File: src/rtl/wb_load_ctrl.sv
`default_nettype none
// ============================================================================
// Module   : wb_load_ctrl
// Purpose  : Writeback / load-store controller for a single-issue core.
//            Non-memory instructions retire combinationally in the cycle they
//            are presented. Aligned loads and stores are latched and run a
//            request/grant/rvalid handshake on the data-memory port while
//            fetch is stalled, then retire in a one-cycle DONE state.
//            Misaligned accesses retire immediately with a misalign pulse
//            and never reach memory.
// Ports    :
//   clk, rst_n            clock, asynchronous active-low reset
//   instr_*/mem_*/size_i  instruction-side operands (see port list)
//   dmem_*                data-memory request/response port
//   rf_*                  register-file write port
//   pc_we_o, pc_next_o    program-counter update
//   stall_o               hold fetch and instruction inputs
//   misalign_o            one-cycle misaligned-access pulse
// Revision : 1.0 - initial release
// ============================================================================
module wb_load_ctrl (
    input  logic        clk,
    input  logic        rst_n,
    // instruction side
    input  logic        instr_valid_i,
    input  logic        mem_op_i,
    input  logic        mem_we_i,
    input  logic [1:0]  size_i,
    input  logic        unsigned_i,
    input  logic [31:0] addr_i,
    input  logic [31:0] wdata_i,
    input  logic [4:0]  rd_i,
    input  logic        reg_write_i,
    input  logic [31:0] alu_data_i,
    input  logic        setJalr_i,
    input  logic [31:0] pc_add4_i,
    input  logic        branch_taken_i,
    input  logic [31:0] pc_branch_i,
    // data memory
    output logic        dmem_req_o,
    output logic        dmem_we_o,
    output logic [31:0] dmem_addr_o,
    output logic [31:0] dmem_wdata_o,
    output logic [3:0]  dmem_be_o,
    input  logic        dmem_gnt_i,
    input  logic        dmem_rvalid_i,
    input  logic [31:0] dmem_rdata_i,
    // writeback / fetch
    output logic        rf_we_o,
    output logic [4:0]  rf_waddr_o,
    output logic [31:0] rf_wdata_o,
    output logic        pc_we_o,
    output logic [31:0] pc_next_o,
    output logic        stall_o,
    output logic        misalign_o
);

    typedef enum logic [1:0] {
        IDLE = 2'd0,
        REQ  = 2'd1,
        WAIT = 2'd2,
        DONE = 2'd3
    } state_t;

    state_t      state_q,     state_d;
    logic        is_load_q,   is_load_d;
    logic [1:0]  size_q,      size_d;
    logic        unsigned_q,  unsigned_d;
    logic [31:0] addr_q,      addr_d;
    logic [31:0] wdata_q,     wdata_d;
    logic [4:0]  rd_q,        rd_d;
    logic [31:0] pc_next_q,   pc_next_d;
    logic [31:0] rdata_q,     rdata_d;

    // Combinational output values before reset gating
    logic        w_dmem_req;
    logic        w_dmem_we;
    logic [31:0] w_dmem_addr;
    logic [31:0] w_dmem_wdata;
    logic [3:0]  w_dmem_be;
    logic        w_rf_we;
    logic [4:0]  w_rf_waddr;
    logic [31:0] w_rf_wdata;
    logic        w_pc_we;
    logic [31:0] w_pc_next;
    logic        w_stall;
    logic        w_misalign;

    logic        w_addr_misaligned;
    logic [31:0] w_pc_next_live;
    logic [3:0]  w_be;
    logic [31:0] w_wdata_lanes;
    logic [7:0]  w_ld_byte;
    logic [15:0] w_ld_half;
    logic [31:0] w_ld_data;

    // ------------------------------------------------------------------
    // Decode of the live instruction
    // ------------------------------------------------------------------
    // Size 2'b11 is treated as a word everywhere (size[1] set).
    assign w_addr_misaligned = ((size_i == 2'b01) && addr_i[0]) ||
                               (size_i[1] && (addr_i[1:0] != 2'b00));
    assign w_pc_next_live    = branch_taken_i ? pc_branch_i : pc_add4_i;

    // ------------------------------------------------------------------
    // Store lane formatting from the latched access
    // ------------------------------------------------------------------
    always_comb begin
        w_be          = 4'b1111;
        w_wdata_lanes = wdata_q;
        case (size_q)
            2'b00: begin
                w_be          = 4'b0001 << addr_q[1:0];
                w_wdata_lanes = {4{wdata_q[7:0]}};
            end
            2'b01: begin
                w_be          = 4'b0011 << addr_q[1:0];
                w_wdata_lanes = {2{wdata_q[15:0]}};
            end
            default: begin
                w_be          = 4'b1111;
                w_wdata_lanes = wdata_q;
            end
        endcase
    end

    // ------------------------------------------------------------------
    // Load lane selection and extension from the captured read data
    // ------------------------------------------------------------------
    always_comb begin
        w_ld_byte = rdata_q[7:0];
        case (addr_q[1:0])
            2'b00:   w_ld_byte = rdata_q[7:0];
            2'b01:   w_ld_byte = rdata_q[15:8];
            2'b10:   w_ld_byte = rdata_q[23:16];
            default: w_ld_byte = rdata_q[31:24];
        endcase
        w_ld_half = addr_q[1] ? rdata_q[31:16] : rdata_q[15:0];
        case (size_q)
            2'b00:   w_ld_data = unsigned_q ? {24'h0, w_ld_byte}
                                            : {{24{w_ld_byte[7]}}, w_ld_byte};
            2'b01:   w_ld_data = unsigned_q ? {16'h0, w_ld_half}
                                            : {{16{w_ld_half[15]}}, w_ld_half};
            default: w_ld_data = rdata_q;
        endcase
    end

    // ------------------------------------------------------------------
    // Next-state and output logic
    // ------------------------------------------------------------------
    always_comb begin
        state_d      = state_q;
        is_load_d    = is_load_q;
        size_d       = size_q;
        unsigned_d   = unsigned_q;
        addr_d       = addr_q;
        wdata_d      = wdata_q;
        rd_d         = rd_q;
        pc_next_d    = pc_next_q;
        rdata_d      = rdata_q;

        w_dmem_req   = 1'b0;
        w_dmem_we    = 1'b0;
        w_dmem_addr  = 32'h0;
        w_dmem_wdata = 32'h0;
        w_dmem_be    = 4'b0000;
        w_rf_we      = 1'b0;
        w_rf_waddr   = rd_q;
        w_rf_wdata   = 32'h0;
        w_pc_we      = 1'b0;
        w_pc_next    = pc_next_q;
        w_stall      = 1'b0;
        w_misalign   = 1'b0;

        case (state_q)
            IDLE: begin
                w_pc_next  = w_pc_next_live;
                w_rf_waddr = rd_i;
                w_rf_wdata = setJalr_i ? pc_add4_i : alu_data_i;
                if (instr_valid_i) begin
                    if (!mem_op_i) begin
                        w_pc_we = 1'b1;
                        w_rf_we = reg_write_i && (rd_i != 5'd0);
                    end else if (w_addr_misaligned) begin
                        // Retire without touching memory or the register file
                        w_misalign = 1'b1;
                        w_pc_we    = 1'b1;
                    end else begin
                        w_stall    = 1'b1;
                        state_d    = REQ;
                        is_load_d  = !mem_we_i;
                        size_d     = size_i;
                        unsigned_d = unsigned_i;
                        addr_d     = addr_i;
                        wdata_d    = wdata_i;
                        rd_d       = rd_i;
                        pc_next_d  = w_pc_next_live;
                    end
                end
            end
            REQ: begin
                w_stall      = 1'b1;
                w_dmem_req   = 1'b1;
                w_dmem_we    = !is_load_q;
                w_dmem_addr  = {addr_q[31:2], 2'b00};
                w_dmem_wdata = w_wdata_lanes;
                w_dmem_be    = w_be;
                if (dmem_gnt_i) begin
                    state_d = is_load_q ? WAIT : DONE;
                end
            end
            WAIT: begin
                w_stall = 1'b1;
                if (dmem_rvalid_i) begin
                    rdata_d = dmem_rdata_i;
                    state_d = DONE;
                end
            end
            DONE: begin
                w_pc_we    = 1'b1;
                w_rf_we    = is_load_q && (rd_q != 5'd0);
                w_rf_waddr = rd_q;
                w_rf_wdata = w_ld_data;
                state_d    = IDLE;
            end
            default: state_d = IDLE;
        endcase
    end

    // ------------------------------------------------------------------
    // State and latched-operand registers
    // ------------------------------------------------------------------
    always_ff @(posedge clk or negedge rst_n) begin
        if (!rst_n) begin
            state_q    <= IDLE;
            is_load_q  <= 1'b0;
            size_q     <= 2'b00;
            unsigned_q <= 1'b0;
            addr_q     <= 32'h0;
            wdata_q    <= 32'h0;
            rd_q       <= 5'd0;
            pc_next_q  <= 32'h0;
            rdata_q    <= 32'h0;
        end else begin
            state_q    <= state_d;
            is_load_q  <= is_load_d;
            size_q     <= size_d;
            unsigned_q <= unsigned_d;
            addr_q     <= addr_d;
            wdata_q    <= wdata_d;
            rd_q       <= rd_d;
            pc_next_q  <= pc_next_d;
            rdata_q    <= rdata_d;
        end
    end

    // ------------------------------------------------------------------
    // Outputs are forced low while reset is asserted, even though the
    // IDLE path is combinational from the live instruction inputs.
    // ------------------------------------------------------------------
    assign dmem_req_o   = rst_n & w_dmem_req;
    assign dmem_we_o    = rst_n & w_dmem_we;
    assign dmem_addr_o  = rst_n ? w_dmem_addr  : 32'h0;
    assign dmem_wdata_o = rst_n ? w_dmem_wdata : 32'h0;
    assign dmem_be_o    = rst_n ? w_dmem_be    : 4'b0000;
    assign rf_we_o      = rst_n & w_rf_we;
    assign rf_waddr_o   = rst_n ? w_rf_waddr   : 5'd0;
    assign rf_wdata_o   = rst_n ? w_rf_wdata   : 32'h0;
    assign pc_we_o      = rst_n & w_pc_we;
    assign pc_next_o    = rst_n ? w_pc_next    : 32'h0;
    assign stall_o      = rst_n & w_stall;
    assign misalign_o   = rst_n & w_misalign;

endmodule
`default_nettype wire

File: config.mk
export PLATFORM = sky130hd
export DESIGN_NAME = wb_load_ctrl
export DESIGN_NICKNAME = d
export VERILOG_FILES = /design/src/rtl/wb_load_ctrl.sv
export SDC_FILE = /design/constraint.sdc
export NUM_CORES = 1
export LEC_CHECK = 0
export BUFFER_PORTS_ARGS = -buffer_cell sky130_fd_sc_hd__buf_2
export CORE_MARGIN = 2
export CORE_UTILIZATION = 44
export DETAILED_ROUTE_END_ITERATION = 7
export PLACE_DENSITY = 0.79
export SLEW_MARGIN = 25
export SYNTH_ARGS = -nofsm -noshare
export SYNTH_HDL_FRONTEND = slang
export SYNTH_SLANG_ARGS = --single-unit
File: constraint.sdc
create_clock -name clk -period 2.1 [get_ports clk]
set_input_delay 0.105 -clock clk [delete_from_list [all_inputs] [get_ports clk]]
set_output_delay 0.105 -clock clk [all_outputs]
set_load 0.01 [all_outputs]
# After elaboration in Yosys (flattened, before gate mapping)

Cells that the tools add are included.

Register bits after elaboration: 139
Bits of input ports: 210
Output and inout port bits: 143
Logic and storage cells: 91

Equality and inequality tests: 12
Shifts and indexed selects: 2
Mux-type cells: 44
Bitwise logic cells: 7
Reductions and logical operators: 17

Operators by type and width:

| cell                                                               | number |
|---|---|
| 32-bit two-way mux                                                 | 11 |
| 32-bit one-hot mux with 2 select lines                             | 3 |
| 8-bit one-hot mux with 3 select lines                              | 1 |
| 16-bit two-way mux                                                 | 1 |
| 1-bit two-way mux                                                  | 14 |
| 2-bit two-way mux                                                  | 5 |
| 5-bit two-way mux                                                  | 2 |
| 2-bit != test (second input constant)                              | 5 |
| 5-bit nonzero test                                                 | 2 |
| 2-bit by 1-bit == test with 1-bit output (second input constant)   | 4 |
| 4-bit two-way mux                                                  | 2 |
| 2-bit one-hot mux with 4 select lines                              | 1 |
| 4-bit one-hot mux with 2 select lines                              | 1 |
| 1-bit AND                                                          | 6 |
| 2-bit == test (second input constant)                              | 3 |
| 2-bit logical NOT                                                  | 3 |
| 1-bit one-hot mux with 2 select lines                              | 3 |
| 5-bit AND reduction                                                | 1 |
| 1-bit logical AND                                                  | 4 |
| 4-bit AND reduction                                                | 1 |
| 1-bit by 2-bit left shift with 4-bit output (first input constant) | 1 |
| 2-bit by 2-bit left shift with 4-bit output (first input constant) | 1 |
| 1-bit logical NOT                                                  | 2 |
| 2-bit AND reduction                                                | 1 |
| other kinds (4)                                                    | 4 |

# Longest topological paths before layout

Gate-level depths: netlist of run 1.

Depth in word-level cells: 8
Mapped depth: 9
Gate-level depth less buffers: 6

# Least setup slack after synthesis of run 1

Ideal clock, no wire load.

Path type: register -> register
Start point: register state_q[0]
End point: register addr_q[10]
Setup time: 0.125 ns
Arrival time: 1.856 ns
Data required time: 1.975 ns
Slack: 0.119 ns
Stages on the path, launching flop included: 9
Path buffers: 3
Clock period less this slack: 1.981 ns
Path through: dfrtp_1 inv_1 ha_1 buf_4 and2_1 nand4_1 buf_2 buf_2 mux2_2

Cells in the longest elaborated chain, start to end: 2

Ends and longest elaborated chain:

| element                              | RTL line | text |
|---|---|---|
| from (decl)                          | 65       | `state_t state_q, state_d;` |
| from (signal assigned)               | 245      | `state_q <= state_d;` |
| 2-bit logical NOT                    | 175      | `case (state_q)` |
| 4-bit AND reduction (no source line) | n/a      |  |
| to (signal assigned)                 | 249      | `addr_q <= addr_d;` |
| to (decl)                            | 69       | `logic [31:0] addr_q, addr_d;` |

Every way passes these cells.
A chain may end at the register's enable or synchronous reset.

# Worst setup path in the final report of run 1

Start point: register rdata_q[15]
End point: output port rf_wdata_o[31]

Cells in the longest elaborated chain, start to end: 5
Elaborated cells between the ends (all ways): 7
Those cells by class: 7 x mux

Ends and longest elaborated chain:

| element                                                                     | RTL line | text |
|---|---|---|
| from (decl)                                                                 | 73       | `logic [31:0] rdata_q, rdata_d;` |
| from (signal assigned)                                                      | 253      | `rdata_q <= rdata_d;` |
| 8-bit one-hot mux with 3 select lines or 16-bit two-way mux (tied branches) | 132, 138 |  |
| 32-bit two-way mux (on tied branches)                                       | 140, 142 |  |
| 32-bit one-hot mux with 2 select lines (*)                                  | 139      | `case (size_q)` |
| 32-bit one-hot mux with 2 select lines (*)                                  | 175      |  |
| 32-bit two-way mux (*)                                                      | 268      | `assign rf_wdata_o = rst_n ? w_rf_wdata : 32'h0;` |
| to (decl)                                                                   | 51       | `output logic [31:0] rf_wdata_o,` |

Every way passes the cells marked *; elsewhere a longest branch is shown, timed or not.

==> impl_metrics.csv, run 1 <==
group,metric,value,unit
finish,fill_cells,1361,
global_route,busiest_layer,"met2",
run_status,status,"finished, violations left",
sta,rsz0062_at_grt,"true",
sta,hold_violations,0,
power_and_ir_drop,p_clk_frac,0.194,
global_route,grt_max_degree,123,
critical_path,required,2000,ps
logic_synthesis,synth_ff_type,"dfrtp_1",
sta,worst_slack,-246,ps
clocking,cts_sinks,139,
logic_synthesis,ys_warn_count,0,
global_route,grt.overflow.total,0,
power_and_ir_drop,internal_power,9.66,mW
drt,drc,0,
logic_synthesis,yosysUniqueCellTypes,42,
critical_path,critPathMaxFanout,4,
sta,timing.slew.headroom,0.582,
global_route,antenna_found_initial,1,
sta,hold_ws,24.8,ps
power_and_ir_drop,peakVddDrop,795,µV
drt,wirelength,30.9,mm
global_route,met2_usage,0.480,
place,port_buffers,350,
sta,finalSetupViolCount,25,
power_and_ir_drop,power_density,1290,nW/µm²
clocking,path_clk_slew,60,ps
drt,wl_per_cell,20.6,µm
global_route,met3_usage,0.0622,
run_status,violations,"negative setup slack",
critical_path,criticalPathCategory,"reg -> out",
logic_synthesis,yosysSeqAreaShare,0.423,
power_and_ir_drop,p_total,16.0,mW
logic_synthesis,synth-async-reset-ratio,1.00,
die,start_util,0.444,
die,die_x,141,µm
finish,drive_gt1_frac,0.476,
drt,viasPerCell,5.66,
min_path,hold_path_class,"in -> reg",
drt,drt-initial-drc-count,828,
sta,finalCriticalPeriod,2350,ps
clocking,cts_made_buffers,17,
global_route,grt_use_total,0.297,
critical_path,crit_path_start_kind,"flip-flop",
die,die-area,19800,µm²
clocking,clk_latency,420,ps
die,row_count,50,
job,drv_cap,0,
global_route,first_global_vias,8159,
global_route,grt_util_met1,0.397,
drt,firstDrtPassIters,6,
sta,worstMarginPinSlew,609,ps
finish,seq_area,3480,µm²
finish,multiInputGateArea,4600,µm²
die,die_h,141,µm
power_and_ir_drop,power_frac_seq,0.321,
logic_synthesis,synth-seq-cells,139,
sta,fin_crit_sh,1.12,
finish,num-nets-final,1463,
finish,postLayoutCoreUtil,0.671,
die,io_pins,353,
power_and_ir_drop,swShare,0.396,
finish,area_growth,50.9,%
critical_path,end_kind,"primary output",
sta,tns,-4300,ps
logic_synthesis,synth.avg_cell_area,10.3,µm²
drt,vias,8468,
clocking,cts-root-buf,"clkbuf_16",
logic_synthesis,synth_edf_count,0,
place,place_worst_setup_slack,-193,ps
logic_synthesis,syn_inst,797,
sta,max_freq,426,MHz
clocking,htreeDepth,4,
power_and_ir_drop,switching_power,6.32,mW
logic_synthesis,syn_area,8230,µm²
place,hpwl,20.9,mm
global_route,grt_pass1_wl,45.5,mm
sta,drv_slew,0,
power_and_ir_drop,leakage,6.52,nW
clocking,clockBufferDepth,2,
drt,ant_nets,0,
sta,fin_skew,11.1,ps
critical_path,cp.arrival,2240,ps
power_and_ir_drop,power_frac_comb,0.486,
die,core-area,18500,µm²
place,place_congestion,0.888,
clocking,tritoncts,"built",
logic make-up (layout without fill, tap and decap cells):
family,count (synthesis),in the layout,synth area share
simple gates,219,220,0.130
mux,200,200,0.266
compound gates,153,153,0.133
flops,139,139,0.423
buf+inv,80,542,0.0414
fa+ha+maj,5,5,0.00760
other cells,1,4,0.000456
Yosys cell counts (all sizes together), types with 2 or more instances:
library cell  instances  share of area
dfrtp               139           0.42
mux2                129           0.18
nand2                86          0.039
mux2i                70          0.087
o21ai                52          0.032
nor2                 46          0.021
clkbuf               42          0.019
and3                 38          0.029
o211a                32          0.039
buf                  31          0.019
a21oi                22          0.013
a221o                16          0.019
nor2b                14          0.011
nor3b                11          0.011
o22ai                 9         0.0068
a2bb2oi               7         0.0074
a32oi                 7         0.0074
inv                   7         0.0032
nor3                  7         0.0043
ha                    5         0.0076
nand2b                4         0.0030
and2                  3         0.0023
nand3                 2         0.0012
nand4                 2         0.0015
o2111ai               2         0.0021
o31ai                 2         0.0018
or2                   2         0.0015
or4                   2         0.0018
final timing paths:
path / end / slack, ps / cells past startpoint / from
worst max-delay path: rf_wdata_o[31] / -250 / 6 / rdata_q[15]$_DFFE_PN0P_
worst min-delay path: pc_next_q[21]$_DFFE_PN0P_ / 20 / 3 / pc_branch_i[21]
worst max register to register: pc_next_q[11]$_DFFE_PN0P_ / 220 / 10 / state_q[1]$_DFFE_PN0P_
worst min register to register: pc_next_q[31]$_DFFE_PN0P_ / 480 / 2 / pc_next_q[31]$_DFFE_PN0P_
max in group asynchronous: pc_next_q[16]$_DFFE_PN0P_ / 1260 / 3 / rst_n
min in group asynchronous: size_q[1]$_DFFE_PN0P_ / 280 / 3 / rst_n
stage by stage:
step,std cells,area [µm²]
final,1497,12400
after global routing,1496,12400
after CTS,1488,12200
after detailed placement,1344,10400
after global placement,1344,10400
after floorplan,798,8230
what timing repair did:
action,4_1_cts,5_1_grt
pin swaps,9,8
buffers inserted,5,5
hold endpoints to repair,244,0
gates resized for setup,34,33
setup endpoints to repair,65,95
hold buffers,106,0
cloned,1,2
worst max-delay path, cell delays in order (launching register included):
cell and delay (ps):
dfrtp_1 410, mux4_2 520, mux2i_4 190, nor4_4 90
buf_4 140, a221o_1 310, buf_2 160
registers in the layout, summed over array words and instances, names as in the netlist:
signal,cells
unsigned_q,1
rdata_q,32
rd_q,5
state_q,2
addr_q,32
wdata_q,32
size_q,2
is_load_q,1
pc_next_q,32
power groups by stage:
stage | combinational, mW | clock (mW) | sequential (mW)
after floorplan | 4.55 | 0 | 4.69
after global placement | 6.49 | 0 | 4.94
after detailed placement | 6.67 | 0 | 5.03
after CTS | 7.16 | 3.14 | 5.00
after global routing | 8.32 | 3.27 | 5.25
final | 7.76 | 3.10 | 5.12
final cells by class:
type | instances | share of cell area
Antenna cell | 2 | 0.000403
Clock buffer | 19 | 0.0357
Sequential cell | 139 | 0.280
Timing Repair Buffer | 503 | 0.275
Tap cell | 234 | 0.0236
Multi-Input combinational cell | 580 | 0.370
Clock inverter | 13 | 0.0124
Inverter | 7 | 0.00242
metal layers:
metal,vias to the layer above,share of wire
met3,108,0.074
li1,3779,-
met4,0,0.041
met2,473,0.47
met1,4108,0.41
met5,-,0
placed cells by master (no fill, tap or decap), types with 5 or more instances in the layout:
master and instances:
a21oi_1 22, a221o_1 16, a2bb2oi_1 6, a32oi_1 7, and3_1 38, buf_12 14, buf_2 348, buf_4 25
buf_6 7, clkbuf_16 18, dfrtp_1 137, dlygate4sd3_1 106, inv_6 7, mux2_2 129, mux2i_1 66, nand2_1 83
nor2_1 44, nor2b_1 12, nor3_2 5, nor3b_1 7, o211a_1 32, o21ai_0 48, o22ai_1 8
Power figures use the tool's default switching activity.
==> run 2: changes to the inputs <==
==> constraint.sdc (replaced) <==
create_clock -name clk -period 2.1 [get_ports clk]
set_input_delay 0.21 -clock clk [delete_from_list [all_inputs] [get_ports clk]]
set_output_delay 0.21 -clock clk [all_outputs]
set_load 0.01 [all_outputs]
==> run 2 against run 1 <==
Net effect: the flow still finishes with violations (negative setup slack); non-clock buffer count down 88; core utilization down 4.1 points; register-to-register slack worse by 120 ps; power up 2.3%; worst setup slack worse by 76 ps; first-iteration DRC count down 22%; global-route usage down 1.3 points; flip-flop and latch count unchanged; design area down 6.2%; via count down 6.6%; critical path type unchanged; largest cell class unchanged; highest routed layer unchanged.
==> impl_metrics.csv, run 2 (synthesis results as in run 1) <==
group,metric,value,unit
die,core-area,18500,µm²
critical_path,criticalPathCategory,"reg -> out",
sta,max_freq,413,MHz
global_route,first_global_vias,7543,
global_route,grt.overflow.total,0,
clocking,cts-root-buf,"clkbuf_16",
finish,fill_cells,1494,
critical_path,rrSetupSlack,100,ps
sta,fin_crit_sh,1.15,
die,start_util,0.444,
critical_path,crit_path_start_kind,"flip-flop",
finish,area_growth,41.7,%
finish,mostFrequentLayoutCells,"347 x buf_2, 137 x dfrtp_1, 129 x mux2_2",
critical_path,reg2reg_depth,9,
sta,drv_slew,0,
place,hpwl,20.9,mm
sta,hold_violations,0,
clocking,cts_made_buffers,17,
drt,ant_nets,0,
place,port_buffers,350,
clocking,clockBufferDepth,2,
finish,final_common_cell,"buf_2",
min_path,whs_path_depth,2,
place,place_worst_setup_slack,-271,ps
power_and_ir_drop,p_total,16.4,mW
sta,fin_skew,12.3,ps
run_status,violations,"negative setup slack",
critical_path,rr_endpoint,"pc_next_q[13]$_DFFE_PN0P_",
global_route,antenna_found_initial,2,
sta,tns,-6980,ps
power_and_ir_drop,power_density,1400,nW/µm²
die,die_h,141,µm
finish,drive_gt1_frac,0.529,
min_path,hold_start,"addr_i[12]",
sta,finalSetupViolCount,32,
place,place_congestion,0.897,
finish,num-nets-final,1375,
sta,timing.slew.headroom,0.617,
die,io_pins,353,
sta,rsz0062_at_grt,"true",
min_path,min_to,"addr_q[12]$_DFFE_PN0P_",
drt,wl_per_cell,21.0,µm
critical_path,cp.arrival,2210,ps
global_route,grt_use_total,0.284,
sta,worstMarginPinSlew,558,ps
drt,drc,0,
drt,viasPerCell,5.61,
global_route,grt_pass1_wl,43.2,mm
drt,vias,7908,
min_path,hold_path_class,"in -> reg",
job,drv_cap,0,
critical_path,required,1890,ps
sta,finalCriticalPeriod,2420,ps
clocking,cts_sinks,139,
critical_path,timing.rr.start,"state_q[0]$_DFFE_PN0P_",
critical_path,end_kind,"primary output",
die,row_count,50,
clocking,htreeDepth,4,
die,die-area,19800,µm²
critical_path,critPathMaxFanout,15,
power_and_ir_drop,peakVddDrop,806,µV
clocking,clk_latency,420,ps
global_route,grt_max_degree,117,
drt,drt-initial-drc-count,649,
run_status,status,"finished, violations left",
power_and_ir_drop,leakage,6.21,nW
die,die_x,141,µm
clocking,tritoncts,"built",
sta,worst_slack,-322,ps
clocking,path_clk_slew,60,ps
drt,wirelength,29.5,mm
drt,firstDrtPassIters,5,
==> run 2: worst max-delay path by stage <==
stage	start	to	slack, ps
finish	addr_q[1]$_DFFE_PN0P_	rf_wdata_o[16]	-320
global route	addr_q[1]$_DFFE_PN0P_	rf_wdata_o[18]	-390
CTS	addr_q[1]$_DFFE_PN0P_	rf_wdata_o[16]	-320
detailed placement	state_q[0]$_DFFE_PN0P_	rf_wdata_o[31]	-270
global placement	state_q[0]$_DFFE_PN0P_	rf_wdata_o[31]	-180
floorplan	state_q[0]$_DFFE_PN0P_	rf_wdata_o[21]	50
==> run 2: per-layer routing <==
metal	share of wire	track usage	wire length (µm)	vias up
met1	0.42	0.386	12300	3861
li1	-	-	-	3601
met3	0.075	0.0713	2200	64
met2	0.48	0.450	14300	382
met5	0	0	0	-
met4	0.026	0.0889	777	0
==> run 2: metrics by stage <==
step | utilization | std cells | area (µm²) | hold WS [ps]
finish | 0.630 | 1409 | 11700 | 22.9
global route | 0.630 | 1409 | 11700 | 1.78
CTS | 0.613 | 1396 | 11400 | 4.46
detailed placement | 0.561 | 1349 | 10400 | 277
global placement | 0.561 | 1349 | 10400 | 273
floorplan | - | 798 | 8230 | -85.6
==> run 2: layout make-up <==
cell class	count	area, µm²	area share
multi-input combinational	580	4690	0.402
clock buffer	20	457	0.0392
tap	234	293	0.0251
timing repair buffer	415	2550	0.218
sequential	139	3480	0.299
antenna	2	5.00	0.000429
clock inverter	12	160	0.0137
inverter	7	30.0	0.00258
==> run 2: timing repair <==
action	4_1_cts	5_1_grt
resized for setup	41	45
endpoints found under the hold margin	140	3
setup endpoints to repair	85	93
pin swaps	13	18
gates cloned	3	2
buffers inserted	10	6
hold buffers	3	3
==> run 2: power breakdown <==
| group | internal (mW) | switching [mW] | leakage, nW |
|---|---|---|---|
| Clock | 1.95 | 1.21 | 0.301 |
| Sequential | 4.04 | 1.10 | 1.69 |
| Combinational | 4.07 | 3.99 | 4.22 |
==> run 2: worst max-delay path, cell delays in order, from the launching register on <==
cell and delay (ps):
dfrtp_1 380, mux4_2 570, mux2i_4 190, nor4_4 80, buf_12 160, a221o_1 270, buf_2 140
==> run 3: changes to the inputs <==
==> constraint.sdc (replaced) <==
create_clock -name clk -period 2.1 [get_ports clk]
set_input_delay 0.42 -clock clk [delete_from_list [all_inputs] [get_ports clk]]
set_output_delay 0.42 -clock clk [all_outputs]
set_load 0.01 [all_outputs]
==> run 3 against run 2 <==
Net effect: the run still ends with negative setup slack left; sequential power grew 3%; worst hold slack gained 180 ps; register-to-register slack worse by 40 ps; die area unchanged; sequential share of layout area shrank 3.1 points.
==> impl_metrics.csv, run 3 (synthesis results as in run 1) <==
group,metric,value,unit
run_status,status,"finished, violations left",
run_status,violations,"negative setup slack",
place,placed_cells,1366,
die,die-area,19800,µm²
min_path,hold_path_class,"in -> reg",
critical_path,required,1680,ps
finish,fill_cells,1274,
place,hpwl,21.1,mm
global_route,grt.overflow.total,0,
place,placed_area,10500,µm²
global_route,grt_use_total,0.298,
critical_path,crit_path_start_kind,"flip-flop",
finish,final_common_cell,"buf_2",
global_route,grt_pass1_wl,45.3,mm
finish,num-nets-final,1410,
sta,rsz0062_at_grt,"true",
finish,multiInputGateArea,5200,µm²
drt,drt-initial-drc-count,615,
critical_path,cp-startpoint,"rdata_q[31]$_DFFE_PN0P_",
place,port_buffers,350,
sta,finalCriticalPeriod,2760,ps
sta,timing.slew.headroom,0.623,
power_and_ir_drop,peakVddDrop,923,µV
critical_path,end_kind,"primary output",
clocking,clk_latency,420,ps
clocking,tritoncts,"built",
drt,vias,8497,
clocking,holdBufCountCts,0,
critical_path,cp.arrival,2340,ps
clocking,cts-root-buf,"clkbuf_16",
drt,viasPerCell,5.89,
die,start_util,0.444,
finish,seq_area,3480,µm²
clocking,cts_sinks,139,
sta,fin_crit_sh,1.31,
sta,drv_slew,0,
global_route,grt_max_degree,128,
sta,worst_slack,-660,ps
finish,drive_gt1_frac,0.627,
place,place_congestion,0.955,
drt,drc,0,
critical_path,criticalPathCategory,"reg -> out",
clocking,cts_made_buffers,17,
sta,hold_violations,0,
die,core-area,18500,µm²
min_path,hold_start,"mem_we_i",
power_and_ir_drop,leakage,6.48,nW
sta,worstMarginPinSlew,565,ps
sta,hold_ws,198,ps
critical_path,critPathMaxFanout,11,
finish,area_growth,58.2,%
clocking,htreeDepth,4,
die,die_h,141,µm
global_route,first_global_vias,7930,
finish,stdcell_count,1443,
sta,finalSetupViolCount,140,
die,row_count,50,
critical_path,timing.rr.start,"state_q[1]$_DFFE_PN0P_",
drt,wl_per_cell,23.2,µm
clocking,path_clk_slew,60,ps
drt,wirelength,33.4,mm
global_route,antenna_found_initial,2,
power_and_ir_drop,power_density,1430,nW/µm²
clocking,clockBufferDepth,2,
die,io_pins,353,
sta,max_freq,362,MHz
finish,final_area,13000,µm²
drt,firstDrtPassIters,5,
finish,postLayoutCoreUtil,0.703,
job,drv_cap,0,
drt,ant_nets,0,
finish,mostFrequentLayoutCells,"285 x buf_2, 137 x dfrtp_1, 128 x mux2_2",
sta,fin_skew,10.9,ps
die,die_x,141,µm
## run 3: metrics by stage
| step | setup WS [ps] | total power [mW] | setup TNS [ps] |
|---|---|---|---|
| finish | -660 | 18.6 | -26610 |
| global route | -729 | 19.4 | -33900 |
| CTS | -612 | 17.0 | -29030 |
| detailed placement | -536 | 12.0 | -7330 |
| global placement | -392 | 11.8 | -4900 |
| floorplan | 13.1 | 9.32 | 0 |
## run 3: layer usage
metal	wire [µm]	GRT usage	up-vias
li1	-	-	3705
met1	13400	0.393	4206
met2	16500	0.489	466
met3	2090	0.0611	120
met4	1410	0.103	0
met5	0	0	-
## run 3: final timing paths
path                                        endpoint  slack [ps]  cells past startpoint
max                                   rf_wdata_o[22]        -660                      7
min reg2reg                pc_next_q[17]$_DFFE_PN0P_         480                      2
max in group asynchronous  pc_next_q[12]$_DFFE_PN0P_        1360                      3
min                            is_load_q$_DFFE_PN0P_         200                      2
min in group asynchronous      is_load_q$_DFFE_PN0P_         300                      3
max reg2reg                pc_next_q[19]$_DFFE_PN0P_          60                     10
## run 3: area by class of cell
class | count | area share
diodes | 2 | 0.000384
clock buffers | 17 | 0.0327
clock inverters | 14 | 0.0121
inverters | 7 | 0.00269
multi-input cells | 580 | 0.399
flip-flops and latches | 139 | 0.267
well taps | 234 | 0.0225
repair buffers | 450 | 0.263
## run 3: what timing repair did
action | CTS | global route
cloned | 12 | 7
hold endpoints to repair | 0 | 0
pin swaps | 27 | 49
gates resized for setup | 120 | 195
endpoints found under the setup margin | 121 | 144
setup buffers | 23 | 17
## run 3: worst max-delay path, cell delays in order (launching register included)
cell and delay (ps):
dfrtp_1 430, mux4_2 540, mux2i_4 210, nor4_4 60, buf_12 150, buf_12 130, a221o_1 250, buf_2 140
## run 3: report_power, final
group / leakage (nW) / switching [mW] / internal, mW / total, mW
Clock: 0.283 / 1.30 / 1.77 / 3.07
Combinational: 4.52 / 4.89 / 5.34 / 10.2
Sequential: 1.69 / 1.26 / 4.04 / 5.29
Total: 6.48 / 7.45 / 11.1 / 18.6
